$ cat config.mk
export PLATFORM = sky130hd
export DESIGN_NAME = adxl362_spi_slave
export DESIGN_NICKNAME = d
export VERILOG_FILES = /design/src/rtl/adxl362_pkg.sv /design/src/rtl/adxl362_spi_sync.sv /design/src/rtl/adxl362_spi_slave.sv
export SDC_FILE = /design/constraint.sdc
export NUM_CORES = 1
export LEC_CHECK = 0
export CORE_ASPECT_RATIO = 0.6
export CORE_MARGIN = 2
export CORE_UTILIZATION = 53
export CTS_CLUSTER_DIAMETER = 40
export CTS_CLUSTER_SIZE = 14
export DETAILED_ROUTE_END_ITERATION = 16
export GPL_TIMING_DRIVEN = 0
export PLACE_DENSITY = 0.8
export SLEW_MARGIN = 20
export SYNTH_ARGS = -nofsm -noshare
export SYNTH_HDL_FRONTEND = slang
export SYNTH_SLANG_ARGS = --single-unit
$ cat constraint.sdc
create_clock -name clk_sys -period 2.8 [get_ports clk_sys]
set_clock_uncertainty 0.1 [all_clocks]
set_input_delay 0.56 -clock clk_sys [delete_from_list [all_inputs] [get_ports clk_sys]]
set_output_delay 0.56 -clock clk_sys [all_outputs]
set_load 0.01 [all_outputs]
$ cat src/rtl/adxl362_pkg.sv
// Shared constants for the ADXL362 SPI front-end and register-file model.
package adxl362_pkg;

  localparam logic [7:0] CMD_WRITE = 8'h0A;
  localparam logic [7:0] CMD_READ  = 8'h0B;
  localparam logic [7:0] CMD_FIFO  = 8'h0D;

  typedef enum logic [2:0] {
    S_IDLE  = 3'd0,
    S_CMD   = 3'd1,
    S_ADDR  = 3'd2,
    S_WDATA = 3'd3,
    S_RDATA = 3'd4,
    S_FIFO  = 3'd5,
    S_ERR   = 3'd6
  } state_e;

endpackage

$ cat src/rtl/adxl362_spi_sync.sv
// Pin synchronizers for SCLK/MOSI/nCS plus edge strobes.
// sample_o/launch_o are mapped from the raw SCLK edges using CPOL/CPHA.
module adxl362_spi_sync #(
  parameter int unsigned CPOL        = 0,
  parameter int unsigned CPHA        = 0,
  parameter int unsigned SYNC_STAGES = 2
) (
  input  logic clk_i,
  input  logic rst_ni,
  input  logic sclk_i,
  input  logic mosi_i,
  input  logic ncs_i,
  output logic sample_o,
  output logic launch_o,
  output logic mosi_o,
  output logic ncs_fall_o,
  output logic ncs_rise_o
);

  localparam logic IDLE_LVL = (CPOL != 0);
  localparam logic TRAIL    = (CPHA != 0);

  logic [SYNC_STAGES-1:0] sclk_q, mosi_q, ncs_q;
  logic                   sclk_prev_q, ncs_prev_q;
  logic                   sclk_s, ncs_s, rise, fall, lead, trail;

  // Synchronizer chains. nCS resets low so a frame already in progress at
  // reset release never looks like a fresh nCS fall.
  always_ff @(posedge clk_i or negedge rst_ni) begin
    if (!rst_ni) begin
      sclk_q      <= {SYNC_STAGES{IDLE_LVL}};
      mosi_q      <= '0;
      ncs_q       <= '0;
      sclk_prev_q <= IDLE_LVL;
      ncs_prev_q  <= 1'b0;
    end else begin
      sclk_q      <= {sclk_q[SYNC_STAGES-2:0], sclk_i};
      mosi_q      <= {mosi_q[SYNC_STAGES-2:0], mosi_i};
      ncs_q       <= {ncs_q[SYNC_STAGES-2:0], ncs_i};
      sclk_prev_q <= sclk_q[SYNC_STAGES-1];
      ncs_prev_q  <= ncs_q[SYNC_STAGES-1];
    end
  end

  assign sclk_s = sclk_q[SYNC_STAGES-1];
  assign ncs_s  = ncs_q[SYNC_STAGES-1];
  assign rise   = sclk_s & ~sclk_prev_q;
  assign fall   = ~sclk_s & sclk_prev_q;
  assign lead   = IDLE_LVL ? fall : rise;
  assign trail  = IDLE_LVL ? rise : fall;

  assign sample_o   = TRAIL ? trail : lead;
  assign launch_o   = TRAIL ? lead : trail;
  assign mosi_o     = mosi_q[SYNC_STAGES-1];
  assign ncs_fall_o = ~ncs_s & ncs_prev_q;
  assign ncs_rise_o = ncs_s & ~ncs_prev_q;

endmodule

$ cat src/rtl/adxl362_spi_slave.sv
// ADXL362 SPI slave: command decode, register bursts with auto-increment,
// and FIFO streaming, all in the clk_sys domain.
module adxl362_spi_slave
  import adxl362_pkg::*;
#(
  parameter int unsigned ADDR_W      = 6,
  parameter int unsigned FIFO_W      = 16,
  parameter int unsigned CPOL        = 0,
  parameter int unsigned CPHA        = 0,
  parameter int unsigned SYNC_STAGES = 2
) (
  input  logic              clk_sys,
  input  logic              rst_n,
  input  logic              SCLK,
  input  logic              MOSI,
  input  logic              nCS,
  output logic              MISO,
  output logic              miso_oe,
  output logic [ADDR_W-1:0] address,
  output logic [7:0]        data_write,
  output logic              write,
  output logic              read,
  input  logic [7:0]        data_read,
  input  logic [FIFO_W-1:0] data_fifo_read,
  input  logic              fifo_empty,
  output logic              read_data_fifo,
  output logic              busy,
  output logic              cmd_error
);

  localparam int unsigned NB   = FIFO_W / 8;
  localparam int unsigned FB_W = (NB > 1) ? $clog2(NB) : 1;
  localparam logic [FB_W-1:0] FB_LAST = FB_W'(NB - 1);

  logic sample, launch, mosi_s, ncs_fall, ncs_rise;

  adxl362_spi_sync #(
    .CPOL(CPOL), .CPHA(CPHA), .SYNC_STAGES(SYNC_STAGES)
  ) u_sync (
    .clk_i(clk_sys), .rst_ni(rst_n), .sclk_i(SCLK), .mosi_i(MOSI), .ncs_i(nCS),
    .sample_o(sample), .launch_o(launch), .mosi_o(mosi_s),
    .ncs_fall_o(ncs_fall), .ncs_rise_o(ncs_rise)
  );

  state_e            state_q, state_d;
  logic [2:0]        cnt_q;
  logic [6:0]        rx_q;
  logic [7:0]        rx_byte;
  logic [FIFO_W-1:0] tx_q;
  logic [FB_W-1:0]   fb_q;
  logic [ADDR_W-1:0] addr_q;
  logic [7:0]        wdata_q;
  logic              write_q, read_q, pop_q, ld_q, inc_q, err_q, wr_mode_q;
  logic              active, byte_done;
  logic              write_d, read_d, fload, fnext, err_set;

  assign active    = (state_q == S_CMD) || (state_q == S_ADDR) || (state_q == S_WDATA) ||
                     (state_q == S_RDATA) || (state_q == S_FIFO);
  assign rx_byte   = {rx_q, mosi_s};
  // nCS rise outranks a coincident 8th sample edge: the byte is dropped.
  assign byte_done = active && sample && !ncs_rise && (cnt_q == 3'd7);

  // FSM state register
  always_ff @(posedge clk_sys or negedge rst_n) begin
    if (!rst_n) state_q <= S_IDLE;
    else        state_q <= state_d;
  end

  // FSM next state
  always_comb begin
    state_d = state_q;
    case (state_q)
      S_IDLE: if (ncs_fall) state_d = S_CMD;
      S_ERR:  if (ncs_rise) state_d = S_IDLE;
      default: begin
        if (ncs_rise) state_d = S_IDLE;
        else if (byte_done) begin
          case (state_q)
            S_CMD: begin
              if (rx_byte == CMD_WRITE || rx_byte == CMD_READ) state_d = S_ADDR;
              else if (rx_byte == CMD_FIFO)                    state_d = S_FIFO;
              else                                             state_d = S_ERR;
            end
            S_ADDR:  state_d = wr_mode_q ? S_WDATA : S_RDATA;
            default: state_d = state_q;
          endcase
        end
      end
    endcase
  end

  // FSM strobe decode at byte boundaries
  always_comb begin
    write_d = byte_done && (state_q == S_WDATA);
    read_d  = byte_done && (((state_q == S_ADDR) && !wr_mode_q) || (state_q == S_RDATA));
    fload   = byte_done && (((state_q == S_CMD) && (rx_byte == CMD_FIFO)) ||
                            ((state_q == S_FIFO) && (fb_q == FB_LAST)));
    fnext   = byte_done && (state_q == S_FIFO) && (fb_q != FB_LAST);
    err_set = byte_done && (state_q == S_CMD) && (rx_byte != CMD_WRITE) &&
              (rx_byte != CMD_READ) && (rx_byte != CMD_FIFO);
  end

  // Datapath: bit counter, RX/TX shifters, address counter, output strobes.
  // TX bit 7 is always the bit on MISO; a launch edge shifts only the low
  // byte, and the first launch of each byte (cnt_q == 0) is skipped because
  // that bit was already placed at the byte boundary.
  always_ff @(posedge clk_sys or negedge rst_n) begin
    if (!rst_n) begin
      cnt_q     <= '0;
      rx_q      <= '0;
      tx_q      <= '0;
      fb_q      <= '0;
      addr_q    <= '0;
      wdata_q   <= '0;
      write_q   <= 1'b0;
      read_q    <= 1'b0;
      pop_q     <= 1'b0;
      ld_q      <= 1'b0;
      inc_q     <= 1'b0;
      err_q     <= 1'b0;
      wr_mode_q <= 1'b0;
    end else begin
      write_q <= write_d;
      read_q  <= read_d;
      ld_q    <= read_q;
      inc_q   <= write_q;
      pop_q   <= fload && !fifo_empty;

      if (state_q == S_IDLE && ncs_fall) begin
        cnt_q <= '0;
        rx_q  <= '0;
        tx_q  <= '0;
        fb_q  <= '0;
        err_q <= 1'b0;
      end else if (state_q != S_IDLE && ncs_rise) begin
        cnt_q <= '0;
        rx_q  <= '0;
        tx_q  <= '0;
        fb_q  <= '0;
      end else begin
        if (active && sample) begin
          rx_q  <= rx_byte[6:0];
          cnt_q <= cnt_q + 3'd1;
        end
        if (fload) begin
          tx_q <= fifo_empty ? '0 : data_fifo_read;
          fb_q <= '0;
        end else if (fnext) begin
          tx_q <= tx_q >> 8;
          fb_q <= fb_q + FB_W'(1);
        end else if (ld_q && state_q == S_RDATA) begin
          tx_q   <= FIFO_W'(data_read);
          addr_q <= addr_q + ADDR_W'(1);
        end else if (launch && (state_q == S_RDATA || state_q == S_FIFO) && cnt_q != 3'd0) begin
          tx_q[7:0] <= {tx_q[6:0], 1'b0};
        end
        if (byte_done && state_q == S_CMD) wr_mode_q <= (rx_byte == CMD_WRITE);
        if (byte_done && state_q == S_ADDR) addr_q <= rx_byte[ADDR_W-1:0];
        if (inc_q && state_q == S_WDATA) addr_q <= addr_q + ADDR_W'(1);
        if (write_d) wdata_q <= rx_byte;
        if (err_set) err_q <= 1'b1;
      end
    end
  end

  assign MISO           = tx_q[7];
  assign miso_oe        = (state_q == S_RDATA) || (state_q == S_FIFO);
  assign address        = addr_q;
  assign data_write     = wdata_q;
  assign write          = write_q;
  assign read           = read_q;
  assign read_data_fifo = pop_q;
  assign busy           = (state_q != S_IDLE);
  assign cmd_error      = err_q;

endmodule

==> out/qor.yml, run 1 <==
status:
  status: "completed"
synth:
  syn_nets: 315
  ys_types: 59
  ys_top_cells_by_area: "dfrtp_1 49%, mux2_2 4.1%, a22o_1 2.9%, mux2i_1 2.6%, buf_6 2.6%"
  netlist_area_mm2: 0.00303
  syn-instance-count: 281
  synth_top_area_share_pct: 48.7
  ys_seq_elements: 59
  syn_avg_cell_area_um2: 10.8
  yosys.area.top_type: "dfrtp_1"
  synth_edf_count: 0
  async_flop_share_pct: 100
  ys_warn_count: 0
  synthFlopType: "dfrtp_1"
  synth_seq_area_share_pct: 48.7
sta:
  finalCritPeriodShare_pct: 93.0
  tightest_slew_ns: 0.858
  max_freq_mhz: 384
  maxSlewHeadroom_pct: 41.1
  drv_slew: 0
  finalSetupViolCount: 0
  period_minus_slack_ns: 2.61
  tns_ns: 0
  rsz0062_at_grt: "no"
  hold_viol_final: 0
cells_and_area:
  n_antenna_cell: 0
  area_growth_pct: 27.9
  final_util_pct: 70.0
  final_area_mm2: 0.00388
  fin_nets: 376
  layout_common_cells: "59 x dfrtp_1, 49 x clkdlybuf4s50_1, 16 x nand2_1"
  layout_commonest_cell: "dfrtp_1"
  drive_gt1_share_pct: 15.9
cts:
  htreeDepth: 3
  numCtsBuffers: 9
  clock-sinks: 59
  clkLatencyLatePin_ns: 0.33
  clockBufferDepth: 2
  cts_tree: "built"
  cts-root-buf: "clkbuf_8"
  cts_setup_buffers: 0
  cts.reportedPaths.clkPinSlew_ns: 0.06
  cts-resized-gates: 0
  holdBufCountCts: 0
floorplan:
  num_rows: 21
  initial_core_util_pct: 54.7
  top_level_ports: 51
  die_width_um: 102
  core_area_mm2: 0.00554
  dieHeight_um: 62.6
  dieArea_mm2: 0.00637
detailed_routing:
  ant_nets: 0
  drt_pre_antenna_iters: 5
  avgViaCountPerCell: 6.08
  vias: 2592
  drt_iter0_drc: 348
  wl_mm: 7.75
  wl_per_cell_um: 18.2
  drcViolationCount: 0
job:
  drv_cap: 0
setup_path:
  cp.arrival_ns: 1.95
  reg2reg_slack_ns: 0.22
  rr_worst_depth: 8
  criticalPathCategory: "reg2out"
  reg2reg_from: "cnt_q[0]"
  r2r-end: "tx_q[3]"
  worstSetupEndpointType: "output pin"
  start_kind: "flip-flop"
  cp-startpoint: "state_q[2]"
  critPathMaxFanout: 10
  worstSetupEndpoint: "miso_oe"
  worstPathRequired_ns: 2.14
power:
  ir_drop_mv: 0.483
  power.total_w: 0.00292
  p_leak_nw: 1.62
  p_per_area_mw_per_mm2: 751
global_route:
  grt_overflow: 0
  grt_pass1_vias: 2411
  antenna_found_initial: 0
  grt_pass1_wl_mm: 12.5
  grt_max_degree: 60
  grt_usage_pct: 26.3
place:
  globalplace.congestion: 0.993
  port_buffers: 50
  hpwlAfterDp_mm: 5.60
  placed_area_mm2: 0.00363
min_path:
  hp-class: "in2async"
## flip-flops by register name, indices dropped and copies added (netlist names), 2 cells and up
register	count
data_write	8
rx_q	7
tx_q	16
cnt_q	3
u_sync.mosi_q	2
u_sync.ncs_q	2
state_q	3
address	6
u_sync.sclk_q	2
## stage by stage
| step | hold slack, ns | worst slack (ns) | instances |
|---|---|---|---|
| 6_report | 0.183 | 0.195 | 426 |
| 5_1_grt | 0.231 | 0.0488 | 426 |
| 4_1_cts | 0.198 | 0.221 | 426 |
| 3_5_place_dp | 0.235 | 0.291 | 411 |
| 3_3_place_gp | 0.233 | -0.713 | 411 |
| 2_1_floorplan | 0.164 | 0.653 | 281 |
## power by group
group	total, W	switching, W	internal, W
Clock	0.000965	0.000330	0.000635
Sequential	0.00103	0.0000832	0.000942
Combinational	0.000927	0.000536	0.000391
Total	0.00292	0.000949	0.00197
## worst min-delay path by stage
| stage | end | from | slack (ns) | cells after the start |
|---|---|---|---|---|
| 3_3_place_gp | u_sync.sclk_q[1] | u_sync.sclk_q[0] | 0.23 | 0 |
| 5_1_grt | u_sync.sclk_q[0] | rst_n | 0.23 | 1 |
| 4_1_cts | data_write[7] | rst_n | 0.20 | 1 |
| 3_5_place_dp | u_sync.sclk_q[1] | u_sync.sclk_q[0] | 0.23 | 0 |
| 6_report | data_write[7] | rst_n | 0.18 | 1 |
| 2_1_floorplan | address[0] | rst_n | 0.16 | 0 |
## cells by family after synthesis
| logic type | after synthesis | synth area share [%] |
|---|---|---|
| simple gates | 81 | 16.2 |
| mux | 19 | 6.72 |
| flops | 59 | 48.7 |
| fa+ha+maj | 4 | 1.65 |
| compound gates | 85 | 20.5 |
| buf+inv | 33 | 6.19 |
## synthesized netlist by cell type, drive strengths merged, types with 6 or more instances
master	instances
buf	13
o22ai	7
o32ai	7
nand2	16
a221oi	7
nor2	9
mux2	11
dfrtp	59
a21oi	16
a211oi	8
nand3	6
a22o	10
inv	16
o21ai	13
nor3	15
mux2i	8
## cell type report
class / count / area (µm²)
buffer: 17 / 128
clock buffer: 11 / 151
clock inverter: 4 / 97.6
fill: 416 / 1660
inverter: 16 / 60.1
multi-input combinational: 189 / 1370
sequential: 59 / 1480
tap: 80 / 100
timing repair buffer: 50 / 498
## critical path: stages, from the launching register on
cell and delay [ns]:
dfrtp_1 0.32, buf_4 0.17, nor2b_1 0.48, clkdlybuf4s50_1 0.64
## routing by layer
metal / up-vias / part of all wire (%) / track usage, %
met5: - / 0 / 0
met4: 0 / 0.75 / 8.95
met3: 8 / 11 / 10.4
met2: 156 / 38 / 30.8
met1: 1246 / 49 / 42.6
li1: 1182 / - / -
(Power assumes the default switching activity.)
==> run 2, diff against run 1 <==
--- a/config.mk
+++ b/config.mk
@@ -6,7 +6,7 @@
 export NUM_CORES = 1
 export LEC_CHECK = 0
 export CORE_ASPECT_RATIO = 0.6
-export CORE_MARGIN = 2
+export CORE_MARGIN = 3
 export CORE_UTILIZATION = 53
 export CTS_CLUSTER_DIAMETER = 40
 export CTS_CLUSTER_SIZE = 14
==> run 2 against run 1 <==
Net effect:
- routed wire length is 0.32% lower
- flip-flop and latch count did not move
- critical path depth rose by 5
- highest routed layer unchanged
- critical path type is now reg2reg
- fmax is 1.4% lower
- clock-buffer cell count shrank 2
==> out/qor.yml, run 2 (synthesis results as in run 1) <==
status:
  status: "completed"
place:
  port_buffers: 50  # unchanged
  dp.cells: 408  # -0.73%
  hpwlAfterDp_mm: 5.71  # +2.1%
  placed_area_mm2: 0.00363  # -0.10%
  globalplace.congestion: 0.945  # -4.9%
  dp_slack_ns: 0.240  # -0.0514 ns
detailed_routing:
  drt_pre_antenna_iters: 5  # unchanged
  drt_iter0_drc: 363  # +4.3%
  drcViolationCount: 0  # unchanged
  wl_mm: 7.73  # -0.32%
  vias: 2586  # -0.23%
  avgViaCountPerCell: 6.10  # +0.24%
  wl_per_cell_um: 18.2  # +0.15%
  ant_nets: 0  # unchanged
cts:
  clock-sinks: 59  # unchanged
  clockBufferDepth: 2  # unchanged
  cts-root-buf: "clkbuf_8"
  numCtsBuffers: 9  # unchanged
  clkLatencyLatePin_ns: 0.35  # +0.02 ns
  cts_setup_buffers: 0  # unchanged
  htreeDepth: 3  # unchanged
  cts.reportedPaths.clkPinSlew_ns: 0.08  # +0.02 ns
  cts_tree: "built"
  cts-resized-gates: 0  # unchanged
  holdBufCountCts: 0  # unchanged
cells_and_area:
  layout_common_cells: "59 x dfrtp_1, 49 x clkdlybuf4s50_1, 16 x nand2_1"
  largest_reg_flops: 16  # unchanged
  fin_nets: 376  # unchanged
  area_growth_pct: 26.2
  stdcell_count: 424  # -0.47%
  layout_commonest_cell: "dfrtp_1"
  final_area_mm2: 0.00383  # -1.3%
  largest_register: "tx_q"
  n_antenna_cell: 0  # unchanged
  drive_gt1_share_pct: 16.1  # +0.24 points
setup_path:
  cp-startpoint: "cnt_q[0]"
  r2r-end: "tx_q[7]"
  worstPathRequired_ns: 2.90  # +0.76 ns
  rr_worst_depth: 8  # unchanged
  crit_path_max_incr_delay_ns: 0.50  # -0.14 ns
  critPathMaxFanout: 9  # -1
  reg2reg_from: "cnt_q[0]"
  criticalPathCategory: "reg2reg"
  crit_path_top_delay_cell: "nor3_2"
  path_cells: "ha_1 > ha_1 > nand2_1 > or4_1 > nor3_2 > or2_1 > buf_6 > a211oi_1"
  critical_path.most_common_cell: "ha_1"
  critPathTopFamily: "simple AND/OR/NAND/NOR gates"
  cp.arrival_ns: 2.74  # +0.79 ns
  worstSetupEndpointType: "flip-flop"
  reg2reg_slack_ns: 0.16  # -0.06 ns
  start_kind: "flip-flop"
  critical_path_buf_inv_count: 1  # -1
global_route:
  grt_max_degree: 60  # unchanged
  grt_overflow: 0  # unchanged
  grt_usage_pct: 23.9  # -2.4 points
  grt_pass1_vias: 2280  # -5.4%
  grt_pass1_wl_mm: 12.4  # -1.1%
  antenna_found_initial: 0  # unchanged
min_path:
  hp-class: "in2async"
floorplan:
  core_area_mm2: 0.00528  # -4.8%
  die_width_um: 104  # +2.0%
  top_level_ports: 51  # unchanged
  dieHeight_um: 64.6  # +3.2%
  num_rows: 20  # -4.8%
  dieArea_mm2: 0.00670  # +5.2%
  initial_core_util_pct: 57.5  # +2.7 points
sta:
  max_freq_mhz: 379  # -1.4%
  rsz0062_at_grt: "no"
  setup_ws_ns: 0.159  # -0.0361 ns
  hold_viol_final: 0  # unchanged
  hold_slack_ns: 0.168  # -0.0149 ns
  maxSlewHeadroom_pct: 43.2  # +2.1 points
  finalSetupViolCount: 0  # unchanged
  drv_slew: 0  # unchanged
  tightest_slew_ns: 0.828  # -0.0305 ns
  period_minus_slack_ns: 2.64  # +0.0361 ns
  finalCritPeriodShare_pct: 94.3  # +1.3 points
power:
  power.total_w: 0.00273  # -6.2%
  p_leak_nw: 1.60  # -1.3%
  ir_drop_mv: 0.518  # +7.3%
  p_per_area_mw_per_mm2: 714  # -5.0%
job:
  drv_cap: 0  # unchanged
[run 2: cell types whose count changed in the layout (fill, tap and decap cells not counted)]
| cell | change |
|---|---|
| clkinv_4 | +3 |
| bufinv_16 | -2 |
| clkbuf_8 | -2 |
| clkinv_2 | +1 |
| inv_6 | +1 |
[run 2: worst max-delay path by stage]
| stage | to | slack, ns | cells after the start |
|---|---|---|---|
| after floorplan | tx_q[0] | 0.65 | 8 |
| after global placement | tx_q[11] | -0.74 | 1 |
| after detailed placement | tx_q[3] | 0.24 | 8 |
| after CTS | tx_q[3] | 0.20 | 8 |
| after global routing | tx_q[7] | 0.0008 | 8 |
| final | tx_q[7] | 0.16 | 8 |
[run 2: metrics by stage]
| stage | util (%) | setup TNS [ns] |
|---|---|---|
| floorplan | - | 0 |
| global placement | 68.8 | -43.17 |
| detailed placement | 68.7 | 0 |
| CTS | 72.5 | 0 |
| global route | 72.5 | 0 |
| finish | 72.5 | 0 |
[run 2: cell type report]
type                       count  area (µm²)
inverter                      16        60.1
multi-input combinational    189        1370
timing repair buffer          50         498
tap                           77        96.3
clock buffer                   9         124
sequential                    59        1480
buffer                        17         128
clock inverter                 7        77.6
fill                         386        1450
[run 2: layer usage]
metal / vias up / part of all wire [%] / GRT usage, %
li1: 1188 / - / -
met5: - / 0 / 0
met4: 0 / 0.96 / 6.80
met1: 1251 / 50 / 39.4
met2: 136 / 39 / 29.5
met3: 11 / 10 / 6.47
[run 2: report_power, final]
part	switching, W	internal, W
Clock	0.000373	0.000416
Combinational	0.000533	0.000393
Sequential	0.0000792	0.000941
==> run 3, diff against run 2 <==
--- a/config.mk
+++ b/config.mk
@@ -5,11 +5,11 @@
 export SDC_FILE = /design/constraint.sdc
 export NUM_CORES = 1
 export LEC_CHECK = 0
+export ABC_AREA = 1
 export CORE_ASPECT_RATIO = 0.6
 export CORE_MARGIN = 3
 export CORE_UTILIZATION = 53
 export CTS_CLUSTER_DIAMETER = 40
-export CTS_CLUSTER_SIZE = 14
 export DETAILED_ROUTE_END_ITERATION = 16
 export GPL_TIMING_DRIVEN = 0
 export PLACE_DENSITY = 0.8
==> run 3 against run 2 <==
Net effect:
- flip-flop and latch count is the same
- area after synthesis shrank 2.2%
- combinational power shrank 39%
- power shrank 18%
- via count grew 2.2%
- clock-buffer cell count is the same
- clock power shrank 8.0%
- largest power group unchanged
==> out/qor.yml, run 3 <==
place:
  globalplace.congestion: 0.895  # -5.3%
  hpwlAfterDp_mm: 5.16  # -9.7%
  placed_area_mm2: 0.00355  # -2.2%
  port_buffers: 50  # unchanged
  dp.cells: 487  # +19%
cts:
  holdBufCountCts: 0  # unchanged
  cts_setup_buffers: 0  # unchanged
  cts_tree: "built"
  cts-resized-gates: 0  # unchanged
  cts.reportedPaths.clkPinSlew_ns: 0.07  # about the same
  numCtsBuffers: 9  # unchanged
  clockBufferDepth: 2  # unchanged
  clkLatencyLatePin_ns: 0.35  # about the same
  cts-root-buf: "clkbuf_8"
  htreeDepth: 3  # unchanged
  clock-sinks: 59  # unchanged
cells_and_area:
  stdcell_count: 503  # +19%
  layout_common_cells: "133 x nand2_1, 59 x dfrtp_1, 49 x clkdlybuf4s50_1"
  largest_register: "tx_q"
  nFillCells: 425  # +10%
  n_antenna_cell: 0  # unchanged
  fin_nets: 466  # +24%
  final_area_mm2: 0.00373  # -2.5%
  register_area_mm2: 0.00148  # unchanged
  area_growth_pct: 25.8
  layout_commonest_cell: "nand2_1"
  multi_input_area_mm2: 0.00124  # -9.3%
  largest_reg_flops: 16  # unchanged
  drive_gt1_share_pct: 9.15  # -7.0 points
floorplan:
  core_area_mm2: 0.00523  # -0.95%
  dieArea_mm2: 0.00656  # -2.0%
  dieHeight_um: 64.0  # -1.0%
  die_width_um: 103  # -1.0%
  initial_core_util_pct: 56.7  # -0.72 points
  top_level_ports: 51  # unchanged
  num_rows: 20  # unchanged
synth:
  async_flop_share_pct: 100  # unchanged
  synth_compound_area_share_pct: 9.02  # -12 points
  synth-adder-area-share_pct: 1.69  # +0.037 points
  yosys.area_share.simple_pct: 30.0  # +14 points
  syn_nets: 405  # +29%
  yosys-top-cells-count: "133 x nand2_1, 59 x dfrtp_1, 44 x inv_1"
  synthMuxAreaShare_pct: 0  # -6.7 points
  netlist_area_mm2: 0.00297  # -2.2%
  synth_seq_area_share_pct: 49.7  # +1.1 points
  ys_warn_count: 0  # unchanged
  synthFlopType: "dfrtp_1"
  synth_top_area_share_pct: 49.7  # +1.1 points
  synth_edf_count: 0  # unchanged
  ys_types: 31  # -47%
  synth_top_family_by_area: "simple AND/OR/NAND/NOR gates"
  ys_top_cells_by_area: "dfrtp_1 50%, nand2_1 17%, inv_1 5.6%, o21ai_0 5.4%, nand3_1 4.4%"
  yosysMostFrequentCell: "nand2_1"
  ys_seq_elements: 59  # unchanged
  yosys.area.top_type: "dfrtp_1"
  syn_avg_cell_area_um2: 8.00  # -26%
  synth_xor_area_share_pct: 1.18  # +1.2 points
  syn-instance-count: 371  # +32%
sta:
  tns_ns: 0  # unchanged
  rsz0062_at_grt: "no"
  finalSetupViolCount: 0  # unchanged
  hold_viol_final: 0  # unchanged
  finalCritPeriodShare_pct: 92.7  # -1.6 points
  maxSlewHeadroom_pct: 51.7  # +8.5 points
  tightest_slew_ns: 0.724  # -0.104 ns
  period_minus_slack_ns: 2.60  # -0.0460 ns
  drv_slew: 0  # unchanged
  max_freq_mhz: 385  # +1.8%
global_route:
  grt_pass1_wl_mm: 11.7  # -5.2%
  grt_overflow: 0  # unchanged
  grt_usage_pct: 23.8  # -0.13 points
  grt_pass1_vias: 2337  # +2.5%
  met3_usage_pct: 8.51  # +2.0 points
  antenna_found_initial: 0  # unchanged
  grt_max_degree: 60  # unchanged
  grt-busiest-layer: "met1"
  grtUsageMet2_pct: 30.1  # +0.59 points
  use_met1_pct: 37.6  # -1.8 points
detailed_routing:
  ant_nets: 0  # unchanged
  wl_per_cell_um: 14.0  # -23%
  drcViolationCount: 0  # unchanged
  vias: 2643  # +2.2%
  wl_mm: 7.05  # -8.7%
  drt_pre_antenna_iters: 5  # unchanged
  drt_iter0_drc: 164  # -55%
  avgViaCountPerCell: 5.25  # -14%
setup_path:
  worstPathRequired_ns: 2.14  # -0.76 ns
  worstSetupEndpointType: "output pin"
  rr_worst_depth: 12  # +4
  criticalPathCategory: "reg2out"
  reg2reg_from: "cnt_q[0]"
  reg2reg_slack_ns: 0.53  # +0.37 ns
  r2r-end: "address[3]"
  cp.arrival_ns: 1.94  # -0.80 ns
  start_kind: "flip-flop"
  critPathMaxFanout: 7  # -2
status:
  status: "completed"
min_path:
  hp-class: "in2async"
power:
  ir_drop_mv: 0.368  # -29%
  p_leak_nw: 1.91  # +19%
  p_per_area_mw_per_mm2: 601  # -16%
job:
  drv_cap: 0  # unchanged
==> run 3: cell count changes in the layout (fill, tap and decap cells not counted), moves of 8 or more <==
cell,delta
nand2_1,+117
a21oi_1,-12
inv_1,+29
nor3_1,-11
a22o_1,-10
o21ai_0,+19
nand3_1,+22
mux2_2,-11
mux2i_1,-8
==> run 3: layer usage <==
metal	wire (µm)	vias to the layer above
met4	71	0
met3	553	10
met2	2790	102
met1	3630	1214
met5	0	-
li1	-	1317
==> run 3: cell families after synthesis <==
group / Yosys count
and+or+nand+nor: 197
DFF: 59
buffers and inverters: 58
AOI/OAI and AO/OA: 49
xor gates and xnor gates: 4
adders and majority gates: 4
==> run 3: critical path: stages, from the launching register on <==
cell and delay, ns:
dfrtp_1 0.47, nor2_2 0.27, nand2_1 0.08, o21ai_1 0.17
clkdlybuf4s50_1 0.60
==> run 3: stage by stage <==
stage / worst slack, ns / hold slack, ns / util, % / total power, W
2_1_floorplan: 0.953 / 0.164 / - / 0.00132
3_3_place_gp: -0.733 / 0.232 / 67.9 / 0.00151
3_5_place_dp: 0.604 / 0.236 / 67.8 / 0.00152
4_1_cts: 0.219 / 0.185 / 71.4 / 0.00225
5_1_grt: 0.120 / 0.207 / 71.4 / 0.00236
6_report: 0.205 / 0.155 / 71.4 / 0.00224
==> run 3: how the worst max path moves through the flow <==
stage / to / cells after the start / startpoint
after CTS: miso_oe / 4 / state_q[1]
final: miso_oe / 4 / state_q[1]
after detailed placement: miso_oe / 4 / state_q[1]
after global routing: miso_oe / 4 / state_q[1]
after floorplan: tx_q[4] / 14 / cnt_q[0]
after global placement: address[3] / 1 / rst_n
==> run 3: where the power goes <==
group          leakage [nW]  switching, W  internal (W)
Clock                0.0848      0.000391      0.000335
Sequential            0.798     0.0000479      0.000905
Combinational          1.02      0.000364      0.000200
Total                  1.91      0.000803       0.00144
==> run 3: final cells by class <==
class                   instances  share of cell area (%)
well taps                      66                    2.21
clock buffers                   9                    3.32
repair buffers                 50                    13.3
plain buffers                  10                    1.84
multi-input cells             254                    33.3
clock inverters                 7                    1.61
inverters                      48                    4.83
flip-flops and latches         59                    39.6
